[src/rtl/kernel_irq_helper_if.sv]
// AXI-lite bundle (32-bit data, parameterised address) used on both the
// infrastructure side and the kernel side of kernel_irq_helper.
interface kernel_irq_helper_if #(
  parameter int unsigned ADDR_W = 32
) ();
  logic [ADDR_W-1:0] awaddr;
  logic              awvalid;
  logic              awready;
  logic [31:0]       wdata;
  logic [3:0]        wstrb;
  logic              wvalid;
  logic              wready;
  logic [1:0]        bresp;
  logic              bvalid;
  logic              bready;
  logic [ADDR_W-1:0] araddr;
  logic              arvalid;
  logic              arready;
  logic [31:0]       rdata;
  logic [1:0]        rresp;
  logic              rvalid;
  logic              rready;

  modport master (
    output awaddr, awvalid, wdata, wstrb, wvalid, bready, araddr, arvalid, rready,
    input  awready, wready, bresp, bvalid, arready, rdata, rresp, rvalid
  );

  modport slave (
    input  awaddr, awvalid, wdata, wstrb, wvalid, bready, araddr, arvalid, rready,
    output awready, wready, bresp, bvalid, arready, rdata, rresp, rvalid
  );
endinterface

[src/rtl/kernel_irq_helper.sv]
// Multi-channel kernel interrupt helper: per-line edge detect, pending bits,
// round-robin req/ack handshake, and a special register window overlaid on AXI-lite.
module kernel_irq_helper #(
  parameter int unsigned NUM_IRQ                    = 4,
  parameter logic [31:0] KERNEL_TYPE                = 32'h0000ABCD,
  parameter logic [31:0] RELEASE_LEVEL              = 32'h00000001,
  parameter logic [31:0] SPECIAL_REG_BASE           = 32'h00010000,
  parameter int unsigned CTXW                       = 9,
  parameter int unsigned C_S_AXI_CONTROL_ADDR_WIDTH = 32
) (
  input  logic                clk,
  input  logic                resetn,
  input  logic [NUM_IRQ-1:0]  interrupt_i,
  output logic                interrupt_req,
  output logic [63:0]         interrupt_src,
  output logic [CTXW-1:0]     interrupt_ctx,
  input  logic                interrupt_ack,
  kernel_irq_helper_if.slave  s_axilite,
  kernel_irq_helper_if.master s_axi_control
);

  localparam int unsigned IW = (NUM_IRQ > 1) ? $clog2(NUM_IRQ) : 1;

  localparam logic [31:0] OFF_TYPE    = 32'h10;
  localparam logic [31:0] OFF_RELEASE = 32'h14;
  localparam logic [31:0] OFF_SRC_LO  = 32'h18;
  localparam logic [31:0] OFF_SRC_HI  = 32'h1C;
  localparam logic [31:0] OFF_CONTEXT = 32'h20;
  localparam logic [31:0] OFF_IRQ_EN  = 32'h24;
  localparam logic [31:0] OFF_PEND    = 32'h28;

  typedef enum logic [1:0] {S_IDLE, S_REQ, S_WAIT} state_t;

  state_t             state;
  logic               aw_hs, w_hs, ar_hs;
  logic [31:0]        aw_addr_q, ar_addr_q, wr_addr, wr_off, rd_off;
  logic [31:0]        src_lo, src_hi, reg_context, hijack;
  logic [NUM_IRQ-1:0] irq_en, irq_q, rise, pend, cand, pend_w1c, grant_clr;
  logic [IW-1:0]      last_grant, grant_idx;
  logic               grant_found;
  int unsigned        rr_idx;

  // Straight pass-through between infrastructure and kernel
  assign s_axi_control.awaddr  = s_axilite.awaddr[C_S_AXI_CONTROL_ADDR_WIDTH-1:0];
  assign s_axi_control.awvalid = s_axilite.awvalid;
  assign s_axi_control.wdata   = s_axilite.wdata;
  assign s_axi_control.wstrb   = s_axilite.wstrb;
  assign s_axi_control.wvalid  = s_axilite.wvalid;
  assign s_axi_control.bready  = s_axilite.bready;
  assign s_axi_control.araddr  = s_axilite.araddr[C_S_AXI_CONTROL_ADDR_WIDTH-1:0];
  assign s_axi_control.arvalid = s_axilite.arvalid;
  assign s_axi_control.rready  = s_axilite.rready;
  assign s_axilite.awready     = s_axi_control.awready;
  assign s_axilite.wready      = s_axi_control.wready;
  assign s_axilite.bresp       = s_axi_control.bresp;
  assign s_axilite.bvalid      = s_axi_control.bvalid;
  assign s_axilite.arready     = s_axi_control.arready;
  assign s_axilite.rresp       = s_axi_control.rresp;
  assign s_axilite.rvalid      = s_axi_control.rvalid;
  assign s_axilite.rdata       = s_axi_control.rdata | hijack;

  assign aw_hs   = s_axilite.awvalid & s_axi_control.awready;
  assign w_hs    = s_axilite.wvalid  & s_axi_control.wready;
  assign ar_hs   = s_axilite.arvalid & s_axi_control.arready;
  assign wr_addr = aw_hs ? s_axilite.awaddr : aw_addr_q;
  assign wr_off  = wr_addr - SPECIAL_REG_BASE;
  assign rd_off  = ar_addr_q - SPECIAL_REG_BASE;

  assign pend_w1c      = (w_hs && wr_off == OFF_PEND) ? s_axilite.wdata[NUM_IRQ-1:0] : '0;
  assign interrupt_ctx = reg_context[CTXW-1:0];
  assign rise          = interrupt_i & ~irq_q;
  assign cand          = pend & irq_en;

  always_ff @(posedge clk) begin
    if (!resetn) begin
      aw_addr_q   <= '0;
      ar_addr_q   <= '0;
      src_lo      <= '0;
      src_hi      <= '0;
      reg_context <= '0;
      irq_en      <= '1;
    end else begin
      if (aw_hs) aw_addr_q <= s_axilite.awaddr;
      if (ar_hs) ar_addr_q <= s_axilite.araddr;
      if (w_hs) begin
        case (wr_off)
          OFF_SRC_LO:  src_lo      <= s_axilite.wdata;
          OFF_SRC_HI:  src_hi      <= s_axilite.wdata;
          OFF_CONTEXT: reg_context <= s_axilite.wdata;
          OFF_IRQ_EN:  irq_en      <= s_axilite.wdata[NUM_IRQ-1:0];
          default: ;
        endcase
      end
    end
  end

  always_comb begin
    hijack = '0;
    if (s_axi_control.rvalid) begin
      case (rd_off)
        OFF_TYPE:    hijack = KERNEL_TYPE;
        OFF_RELEASE: hijack = RELEASE_LEVEL;
        OFF_CONTEXT: hijack = reg_context;
        OFF_IRQ_EN:  hijack = 32'(irq_en);
        OFF_PEND:    hijack = 32'(pend);
        default:     hijack = '0;
      endcase
    end
  end

  // Round-robin: scan from last_grant+1, wrapping once around NUM_IRQ
  always_comb begin
    grant_found = 1'b0;
    grant_idx   = '0;
    rr_idx      = 0;
    for (int unsigned i = 0; i < NUM_IRQ; i++) begin
      rr_idx = 32'(last_grant) + 32'd1 + i;
      if (rr_idx >= NUM_IRQ) rr_idx = rr_idx - NUM_IRQ;
      if (!grant_found && cand[IW'(rr_idx)]) begin
        grant_found = 1'b1;
        grant_idx   = IW'(rr_idx);
      end
    end
  end

  always_comb begin
    grant_clr = '0;
    if (state == S_IDLE && grant_found) grant_clr[grant_idx] = 1'b1;
  end

  // A fresh edge re-arms pend even on the bit being cleared by grant or W1C
  always_ff @(posedge clk) begin
    if (!resetn) begin
      state         <= S_IDLE;
      interrupt_req <= 1'b0;
      interrupt_src <= '0;
      pend          <= '0;
      irq_q         <= '0;
      last_grant    <= IW'(NUM_IRQ - 1);
    end else begin
      irq_q         <= interrupt_i;
      pend          <= (pend & ~pend_w1c & ~grant_clr) | rise;
      interrupt_req <= 1'b0;
      case (state)
        S_IDLE: begin
          if (grant_found) begin
            state         <= S_REQ;
            interrupt_req <= 1'b1;
            interrupt_src <= {src_hi, src_lo} + 64'(grant_idx);
            last_grant    <= grant_idx;
          end
        end
        S_REQ:   state <= interrupt_ack ? S_IDLE : S_WAIT;
        S_WAIT:  if (interrupt_ack) state <= S_IDLE;
        default: state <= S_IDLE;
      endcase
    end
  end

endmodule

[src/flat_wrapper.sv]
// flat-port wrapper written by rule: the top's interface ports become plain ports
module kernel_irq_helper_flat 
#(
  parameter int unsigned NUM_IRQ                    = 4,
  parameter logic [31:0] KERNEL_TYPE                = 32'h0000ABCD,
  parameter logic [31:0] RELEASE_LEVEL              = 32'h00000001,
  parameter logic [31:0] SPECIAL_REG_BASE           = 32'h00010000,
  parameter int unsigned CTXW                       = 9,
  parameter int unsigned C_S_AXI_CONTROL_ADDR_WIDTH = 32
)
  (clk, resetn, interrupt_i, interrupt_req, interrupt_src, interrupt_ctx, interrupt_ack, s_axilite_awaddr, s_axilite_awvalid, s_axilite_wdata, s_axilite_wstrb, s_axilite_wvalid, s_axilite_bready, s_axilite_araddr, s_axilite_arvalid, s_axilite_rready, s_axilite_awready, s_axilite_wready, s_axilite_bresp, s_axilite_bvalid, s_axilite_arready, s_axilite_rdata, s_axilite_rresp, s_axilite_rvalid, s_axi_control_awaddr, s_axi_control_awvalid, s_axi_control_wdata, s_axi_control_wstrb, s_axi_control_wvalid, s_axi_control_bready, s_axi_control_araddr, s_axi_control_arvalid, s_axi_control_rready, s_axi_control_awready, s_axi_control_wready, s_axi_control_bresp, s_axi_control_bvalid, s_axi_control_arready, s_axi_control_rdata, s_axi_control_rresp, s_axi_control_rvalid);
  kernel_irq_helper_if #(.ADDR_W(32)) s_axilite_i ();
  kernel_irq_helper_if #(.ADDR_W(32)) s_axi_control_i ();
  input  logic clk;
  input  logic resetn;
  input  logic [NUM_IRQ-1:0] interrupt_i;
  output logic interrupt_req;
  output logic [63:0] interrupt_src;
  output logic [CTXW-1:0] interrupt_ctx;
  input  logic interrupt_ack;
  input wire logic [$bits(s_axilite_i.awaddr)-1:0] s_axilite_awaddr;
  input wire logic [$bits(s_axilite_i.awvalid)-1:0] s_axilite_awvalid;
  input wire logic [$bits(s_axilite_i.wdata)-1:0] s_axilite_wdata;
  input wire logic [$bits(s_axilite_i.wstrb)-1:0] s_axilite_wstrb;
  input wire logic [$bits(s_axilite_i.wvalid)-1:0] s_axilite_wvalid;
  input wire logic [$bits(s_axilite_i.bready)-1:0] s_axilite_bready;
  input wire logic [$bits(s_axilite_i.araddr)-1:0] s_axilite_araddr;
  input wire logic [$bits(s_axilite_i.arvalid)-1:0] s_axilite_arvalid;
  input wire logic [$bits(s_axilite_i.rready)-1:0] s_axilite_rready;
  output wire logic [$bits(s_axilite_i.awready)-1:0] s_axilite_awready;
  output wire logic [$bits(s_axilite_i.wready)-1:0] s_axilite_wready;
  output wire logic [$bits(s_axilite_i.bresp)-1:0] s_axilite_bresp;
  output wire logic [$bits(s_axilite_i.bvalid)-1:0] s_axilite_bvalid;
  output wire logic [$bits(s_axilite_i.arready)-1:0] s_axilite_arready;
  output wire logic [$bits(s_axilite_i.rdata)-1:0] s_axilite_rdata;
  output wire logic [$bits(s_axilite_i.rresp)-1:0] s_axilite_rresp;
  output wire logic [$bits(s_axilite_i.rvalid)-1:0] s_axilite_rvalid;
  output wire logic [$bits(s_axi_control_i.awaddr)-1:0] s_axi_control_awaddr;
  output wire logic [$bits(s_axi_control_i.awvalid)-1:0] s_axi_control_awvalid;
  output wire logic [$bits(s_axi_control_i.wdata)-1:0] s_axi_control_wdata;
  output wire logic [$bits(s_axi_control_i.wstrb)-1:0] s_axi_control_wstrb;
  output wire logic [$bits(s_axi_control_i.wvalid)-1:0] s_axi_control_wvalid;
  output wire logic [$bits(s_axi_control_i.bready)-1:0] s_axi_control_bready;
  output wire logic [$bits(s_axi_control_i.araddr)-1:0] s_axi_control_araddr;
  output wire logic [$bits(s_axi_control_i.arvalid)-1:0] s_axi_control_arvalid;
  output wire logic [$bits(s_axi_control_i.rready)-1:0] s_axi_control_rready;
  input wire logic [$bits(s_axi_control_i.awready)-1:0] s_axi_control_awready;
  input wire logic [$bits(s_axi_control_i.wready)-1:0] s_axi_control_wready;
  input wire logic [$bits(s_axi_control_i.bresp)-1:0] s_axi_control_bresp;
  input wire logic [$bits(s_axi_control_i.bvalid)-1:0] s_axi_control_bvalid;
  input wire logic [$bits(s_axi_control_i.arready)-1:0] s_axi_control_arready;
  input wire logic [$bits(s_axi_control_i.rdata)-1:0] s_axi_control_rdata;
  input wire logic [$bits(s_axi_control_i.rresp)-1:0] s_axi_control_rresp;
  input wire logic [$bits(s_axi_control_i.rvalid)-1:0] s_axi_control_rvalid;
  assign s_axilite_i.awaddr = s_axilite_awaddr;
  assign s_axilite_i.awvalid = s_axilite_awvalid;
  assign s_axilite_i.wdata = s_axilite_wdata;
  assign s_axilite_i.wstrb = s_axilite_wstrb;
  assign s_axilite_i.wvalid = s_axilite_wvalid;
  assign s_axilite_i.bready = s_axilite_bready;
  assign s_axilite_i.araddr = s_axilite_araddr;
  assign s_axilite_i.arvalid = s_axilite_arvalid;
  assign s_axilite_i.rready = s_axilite_rready;
  assign s_axilite_awready = s_axilite_i.awready;
  assign s_axilite_wready = s_axilite_i.wready;
  assign s_axilite_bresp = s_axilite_i.bresp;
  assign s_axilite_bvalid = s_axilite_i.bvalid;
  assign s_axilite_arready = s_axilite_i.arready;
  assign s_axilite_rdata = s_axilite_i.rdata;
  assign s_axilite_rresp = s_axilite_i.rresp;
  assign s_axilite_rvalid = s_axilite_i.rvalid;
  assign s_axi_control_awaddr = s_axi_control_i.awaddr;
  assign s_axi_control_awvalid = s_axi_control_i.awvalid;
  assign s_axi_control_wdata = s_axi_control_i.wdata;
  assign s_axi_control_wstrb = s_axi_control_i.wstrb;
  assign s_axi_control_wvalid = s_axi_control_i.wvalid;
  assign s_axi_control_bready = s_axi_control_i.bready;
  assign s_axi_control_araddr = s_axi_control_i.araddr;
  assign s_axi_control_arvalid = s_axi_control_i.arvalid;
  assign s_axi_control_rready = s_axi_control_i.rready;
  assign s_axi_control_i.awready = s_axi_control_awready;
  assign s_axi_control_i.wready = s_axi_control_wready;
  assign s_axi_control_i.bresp = s_axi_control_bresp;
  assign s_axi_control_i.bvalid = s_axi_control_bvalid;
  assign s_axi_control_i.arready = s_axi_control_arready;
  assign s_axi_control_i.rdata = s_axi_control_rdata;
  assign s_axi_control_i.rresp = s_axi_control_rresp;
  assign s_axi_control_i.rvalid = s_axi_control_rvalid;
  kernel_irq_helper #(.NUM_IRQ(NUM_IRQ), .KERNEL_TYPE(KERNEL_TYPE), .RELEASE_LEVEL(RELEASE_LEVEL), .SPECIAL_REG_BASE(SPECIAL_REG_BASE), .CTXW(CTXW), .C_S_AXI_CONTROL_ADDR_WIDTH(C_S_AXI_CONTROL_ADDR_WIDTH)) u_core (.clk(clk), .resetn(resetn), .interrupt_i(interrupt_i), .interrupt_req(interrupt_req), .interrupt_src(interrupt_src), .interrupt_ctx(interrupt_ctx), .interrupt_ack(interrupt_ack), .s_axilite(s_axilite_i), .s_axi_control(s_axi_control_i));
endmodule
[config.mk]
export PLATFORM = sky130hd
export DESIGN_NAME = kernel_irq_helper_flat
export DESIGN_NICKNAME = d
export VERILOG_FILES = /design/src/rtl/kernel_irq_helper_if.sv /design/src/rtl/kernel_irq_helper.sv /design/src/flat_wrapper.sv
export SDC_FILE = /design/constraint.sdc
export NUM_CORES = 1
export LEC_CHECK = 0
export CAP_MARGIN = 20
export CORE_MARGIN = 2
export CORE_UTILIZATION = 51
export CTS_CLUSTER_SIZE = 25
export DETAILED_ROUTE_END_ITERATION = 10
export HOLD_SLACK_MARGIN = 0.06
export PLACE_DENSITY = 0.91
export SLEW_MARGIN = 25
export SYNTH_ARGS = -nofsm -noshare
export SYNTH_HDL_FRONTEND = slang
export SYNTH_SLANG_ARGS = --single-unit
export TNS_END_PERCENT = 30
[constraint.sdc]
create_clock -name clk -period 5.5 [get_ports clk]
set_clock_uncertainty 0.1 [all_clocks]
set_input_delay 0.825 -clock clk [delete_from_list [all_inputs] [get_ports clk]]
set_output_delay 0.825 -clock clk [all_outputs]
set_load 0.05 [all_outputs]
Word level (Yosys, flattened, before mapping)
Index checks and enable logic that the tools add are counted.

Reductions and logical operators: 17. $lt $le $gt $ge: 10. Equality and inequality tests: 14. $add $sub $neg: 11. Muxes and demuxes: 32. Bitwise logic cells: 12.

Operators with widths (count): $eq A32 B6 Y1 const B (6); $pmux W32 S5 (1); $eq A32 B5 Y1 const B (4); $ge A32 B3 Y1 const B (3); $add A64 B2 Y64 (1); $mux W32 (2); $sub A32 B17 Y32 const B (2); $or A32 B32 Y32 (1); $mux W2 (11); $and A4 B4 Y4 (4); $lt A2 B3 Y1 const B (5); $reduce_and A2 Y1 (7); $not A4 Y4 (3); $mux W1 (10); $add A3 B2 Y4 const B (2); $bmux W1 S2 (4); $mux W4 (2); $sub A2 B1 Y2 const B (4); $logic_and A1 B1 Y1 (6); $pmux W2 S3 (1); $add A3 B1 Y4 const B (1); $or A4 B4 Y4 (1); $add A2 B1 Y3 const B (1); $and A1 B1 Y1 (3); 9 further kinds (11).

Register bits after elaboration: 241. Output and inout bits: 220. Logic and storage cells: 108. Input port bits: 153.

Longest topological paths before layout
Depth after elaboration: 23. Mapped depth: 12. Gate-level depth less buffers: 10.

Worst setup path before layout
Ideal clock, no wire load.

Path type: register to output. Start: reg u_core.ar_addr_q[3]. End: out s_axilite_rdata[19]. Slack: 2066 ps. Cell stages (with the launch flop): 7. Path buffers: 2. Required time: 4575 ps. Data arrival time: 2509 ps. Path through: dfxtp_1 clkbuf_1 or2_2 nor4_1 and2_1 clkbuf_1 a21o_1.

Cells in the longest elaborated chain, start to end: 5. Elaborated cells between the ends (all ways): 9. Those cells by class: add/sub (1); eq/ne (5); mux (2); bitwise (1).

Ends and longest elaborated chain: start: declaration (RTL line kernel_irq_helper.sv:36) `logic [31:0] aw_addr_q, ar_addr_q, wr_addr, wr_off, rd_off;`; start signal: assignment (RTL line kernel_irq_helper.sv:84) `if (ar_hs) ar_addr_q <= s_axilite.araddr;`; $sub A32 B17 Y32 * (RTL line kernel_irq_helper.sv:67) `assign rd_off = ar_addr_q - SPECIAL_REG_BASE;`; $eq A32 B6 Y1 / $eq A32 B5 Y1 (equally long branches) (RTL line kernel_irq_helper.sv:100) `case (rd_off)`; $pmux W32 S5 * (RTL line kernel_irq_helper.sv:100); $mux W32 * (RTL line kernel_irq_helper.sv:99) `if (s_axi_control.rvalid) begin`; $or A32 B32 Y32 * (RTL line kernel_irq_helper.sv:60) `assign s_axilite.rdata = s_axi_control.rdata | hijack;`; end: declaration (RTL line flat_wrapper.sv:35) `output wire logic [$bits(s_axilite_i.rdata)-1:0] s_axilite_rdata;`.

Mark *: on every way between the ends. The rest lies on a longest branch, timed or not.

Final worst setup path
Start: reg u_core.ar_addr_q[17]. End: out s_axilite_rdata[29].

Same word-level chain as after synthesis.

==> flow_metrics.py <==
metrics = {
    "logic_synthesis": {
        "synth_edf_count": 0,
        "syn_area_sq_mm": 0.0120,
        "synth.area.top_cells": "dfxtp_1 (40%), nand2_1 (9.2%), mux2i_1 (8.8%)",
        "synth_area_leader_cell": "dfxtp_1",
        "netlist_instances": 1425,
        "seq_area_frac_synth_pct": 40.3,
        "avgSynthCellArea_sq_um": 8.41,
        "synth_warnings": 0,
        "syn_nets": 1581,
        "yosysMostFrequentCell": "nand2_1",
        "ys_seq_elements": 241,
        "synth-async-reset-ratio_pct": 0,
        "synth.top_cell.area_share_pct": 40.3,
        "yosys-top-cells-count": "nand2_1 (295), dfxtp_1 (241), buf_4 (126), mux2i_1 (105), a21oi_1 (78)",
        "synth_top_flop_cell": "dfxtp_1",
        "synth.distinct_cells": 67,
    },
    "power": {
        "power_density_mw_per_mm2": 327,
        "ir_drop_mv": 0.222,
        "leakagePower_nw": 5.99,
    },
    "floorplanning": {
        "core_sq_mm": 0.0233,
        "start_util_pct": 51.5,
        "die_h_um": 157,
        "die_x_um": 157,
        "die_area_sq_mm": 0.0247,
        "fp-row-count": 56,
        "ioPinCount": 373,
    },
    "timing": {
        "rsz0062_at_grt": "false",
        "fin_setup_tns_ns": 0,
        "slew_violations": 0,
        "timing.final.crit_share_pct": 83.4,
        "final-setup-viol-count": 0,
        "worst_pin_slew_ns": 1.08,
        "fin_hold_ws_ns": 0.355,
        "hold_violations": 0,
        "relSlewSlack_pct": 27.1,
        "fmax_mhz": 218,
        "final.min_clock_period_ns": 4.58,
    },
    "setup_path": {
        "path_class": "flip-flop to output pin",
        "reg2regPathDepth": 10,
        "r2r_end": "u_core.interrupt_src[49]",
        "required_ns": 4.58,
        "crit_slowest_cell": "clkdlybuf4s50_1",
        "startpoint_type": "flip-flop",
        "crit_fanout": 21,
        "r2r-start": "u_core.pend[1]",
        "critical_path.cell_chain": "nor4_1, nand4_1, nor4_2, buf_4, and2_1, a21o_1, clkdlybuf4s50_1",
        "path_delay_family": "simple AND/OR/NAND/NOR gates",
        "rrSetupSlack_ns": 1.36,
        "cp_slowest_stage_delay_ns": 0.80,
        "crit_buf_inv": 2,
        "worstSetupEndpointType": "output pin",
        "critPathArrivalTime_ns": 3.66,
    },
    "global_routing": {
        "grt_pass1_vias": 10700,
        "antenna_found_initial": 0,
        "grt_util_all_layers_pct": 28.3,
        "gr-total-overflow": 0,
        "grt_max_degree": 94,
        "grt_pass1_wl_mm": 55.8,
    },
    "final_layout": {
        "num_antenna_cells": 0,
        "seq_area_sq_mm": 0.00482,
        "multiInputGateArea_sq_mm": 0.00584,
        "fin_nets": 1757,
        "drive_gt1_share_pct": 5.00,
        "final_cells": 1940,
        "nFillCells": 1853,
        "finish.instance_area_sq_mm": 0.0156,
        "areaGrowthSynthToFinish_pct": 30.5,
    },
    "hold_path": {
        "min_path_cells": 2,
        "whs_endpoint": "u_core.aw_addr_q[10]",
        "min_path_type": "flip-flop to flip-flop",
        "worstHoldStart": "u_core.aw_addr_q[10]",
    },
    "cts": {
        "cts_resized": 0,
        "cts_root_buf": "clkbuf_16",
        "hold_buffers": 0,
        "clkLatencyLatePin_ns": 0.52,
        "cts_htree_levels": 1,
        "cts_tree": "built",
        "cts_setup_buffers": 0,
        "clkTransAtPathRegs_ns": 0.06,
        "cts.sink_count": 241,
        "clock_path_buffers": 3,
        "numCtsBuffers": 26,
    },
    "routing": {
        "vias": 11100,
        "drc": 0,
        "wirelength_mm": 36.5,
        "firstDrtPassIters": 5,
        "antenna_left": 0,
        "detail_route.wl_per_cell_um": 18.8,
        "first_iter_violations": 928,
        "drt-vias-per-instance": 5.72,
    },
    "placement": {
        "hpwl_mm": 26.3,
        "dp_cells": 1892,
        "io_buffers": 350,
        "dpl_cell_area_sq_mm": 0.0147,
        "gp_congestion": 0.876,
    },
    "flow_run": {
        "cap_viol_max_count": 0,
    },
    "status": {
        "status": "finished, final reports clean",
    },
}
-- state kept, by name, summed over array words and instances, names as in the netlist --
name / cells
u_core.last_grant: 2
u_core.pend: 4
u_core.src_lo: 32
u_core.interrupt_req: 1
u_core.aw_addr_q: 32
u_core.ar_addr_q: 32
u_core.src_hi: 32
u_core.state: 2
u_core.irq_q: 4
u_core.interrupt_src: 64
u_core.irq_en: 4
u_core.reg_context: 32
-- power by group --
| group | switching, W | internal (W) | total (W) |
|---|---|---|---|
| registers | 0.0000820 | 0.00186 | 0.00195 |
| logic | 0.000859 | 0.000446 | 0.00131 |
| clock network | 0.000714 | 0.00114 | 0.00186 |
| total | 0.00166 | 0.00345 | 0.00511 |
-- layout by cell type (no fill, tap or decap), types with 4 or more instances in the layout --
master | netlist | routed
clkbuf_8 | 0 | 8
inv_1 | 10 | 9
nor4_1 | 23 | 20
nor2_1 | 57 | 57
buf_4 | 126 | 14
nand2_1 | 295 | 295
clkinv_2 | 0 | 4
dfxtp_1 | 241 | 241
a211oi_1 | 28 | 28
clkbuf_16 | 0 | 27
nand3b_1 | 4 | 4
nand4_1 | 19 | 19
o21bai_1 | 4 | 4
nor4b_1 | 6 | 6
a21oi_1 | 78 | 78
a311oi_1 | 9 | 8
clkdlybuf4s50_1 | 0 | 349
xor2_1 | 13 | 13
or3_1 | 10 | 10
nand4b_1 | 4 | 4
and2_1 | 18 | 17
o21ai_0 | 53 | 53
a22oi_1 | 6 | 6
nand2b_1 | 9 | 9
nand3_1 | 23 | 23
xnor2_1 | 12 | 12
or4_1 | 14 | 14
a31oi_1 | 21 | 21
and4_1 | 17 | 17
a21o_1 | 35 | 35
o41ai_1 | 6 | 6
mux2i_1 | 105 | 105
nor2b_1 | 4 | 4
o31ai_1 | 12 | 12
nor3_1 | 12 | 12
and3_1 | 11 | 11
-- final cells by class --
cell class	instances	share of cell area, %
tap	319	2.55
inverter	11	0.264
clock inverter	10	0.848
sequential	241	30.9
multi-input combinational	958	37.4
timing repair buffer	363	23.0
clock buffer	38	5.10
-- metal layers --
metal  up-vias  GRT usage [%]  wire (um)
met3        75           4.41       2870
met4         0           9.61       1140
li1       5255              -          -
met2       548           51.0      18300
met5         -              0          0
met1      5215           34.2      14300
-- kinds of logic (layout without fill, tap and decap cells) --
kind of cell | Yosys count | after routing | share of synthesized area [%]
AND/OR/NAND/NOR | 544 | 544 | 22.1
AO/OA/AOI/OAI | 281 | 281 | 15.2
flip-flops | 241 | 241 | 40.3
buffers and inverters | 226 | 422 | 11.5
multiplexers | 105 | 105 | 8.77
XOR/XNOR | 25 | 25 | 1.83
adder cells (fa/ha/maj) | 3 | 3 | 0.376
-- tightest hold or removal path, delay by kind of cell, from the launching register on --
kind,cells,cell delay [ns]
AOI/OAI and AO/OA,1,0.05
DFF,1,0.31
and+or+nand+nor,1,0.05
-- worst max path at each step --
stage                                      from                endpoint  slack (ns)  cells after the start
after floorplan             u_core.ar_addr_q[3]     s_axilite_rdata[19]        2.07                      6
after global placement     s_axi_control_rvalid     s_axilite_rdata[31]        1.46                      5
after detailed placement  s_axi_control_awready  u_core.reg_context[28]        1.35                      8
after CTS                  u_core.ar_addr_q[17]     s_axilite_rdata[29]        0.90                      7
after global routing        u_core.ar_addr_q[6]     s_axilite_rdata[26]        0.81                      7
final                      u_core.ar_addr_q[17]     s_axilite_rdata[29]        0.92                      7
-- through the flow --
step	util [%]	setup slack [ns]	total power, W
2_1_floorplan	-	2.07	0.00285
3_3_place_gp	63.2	1.46	0.00326
3_5_place_dp	63.2	1.35	0.00328
4_1_cts	67.2	0.903	0.00513
5_1_grt	67.2	0.807	0.00528
6_report	67.2	0.915	0.00511
Note: power is estimated with default switching activity, not from simulation.
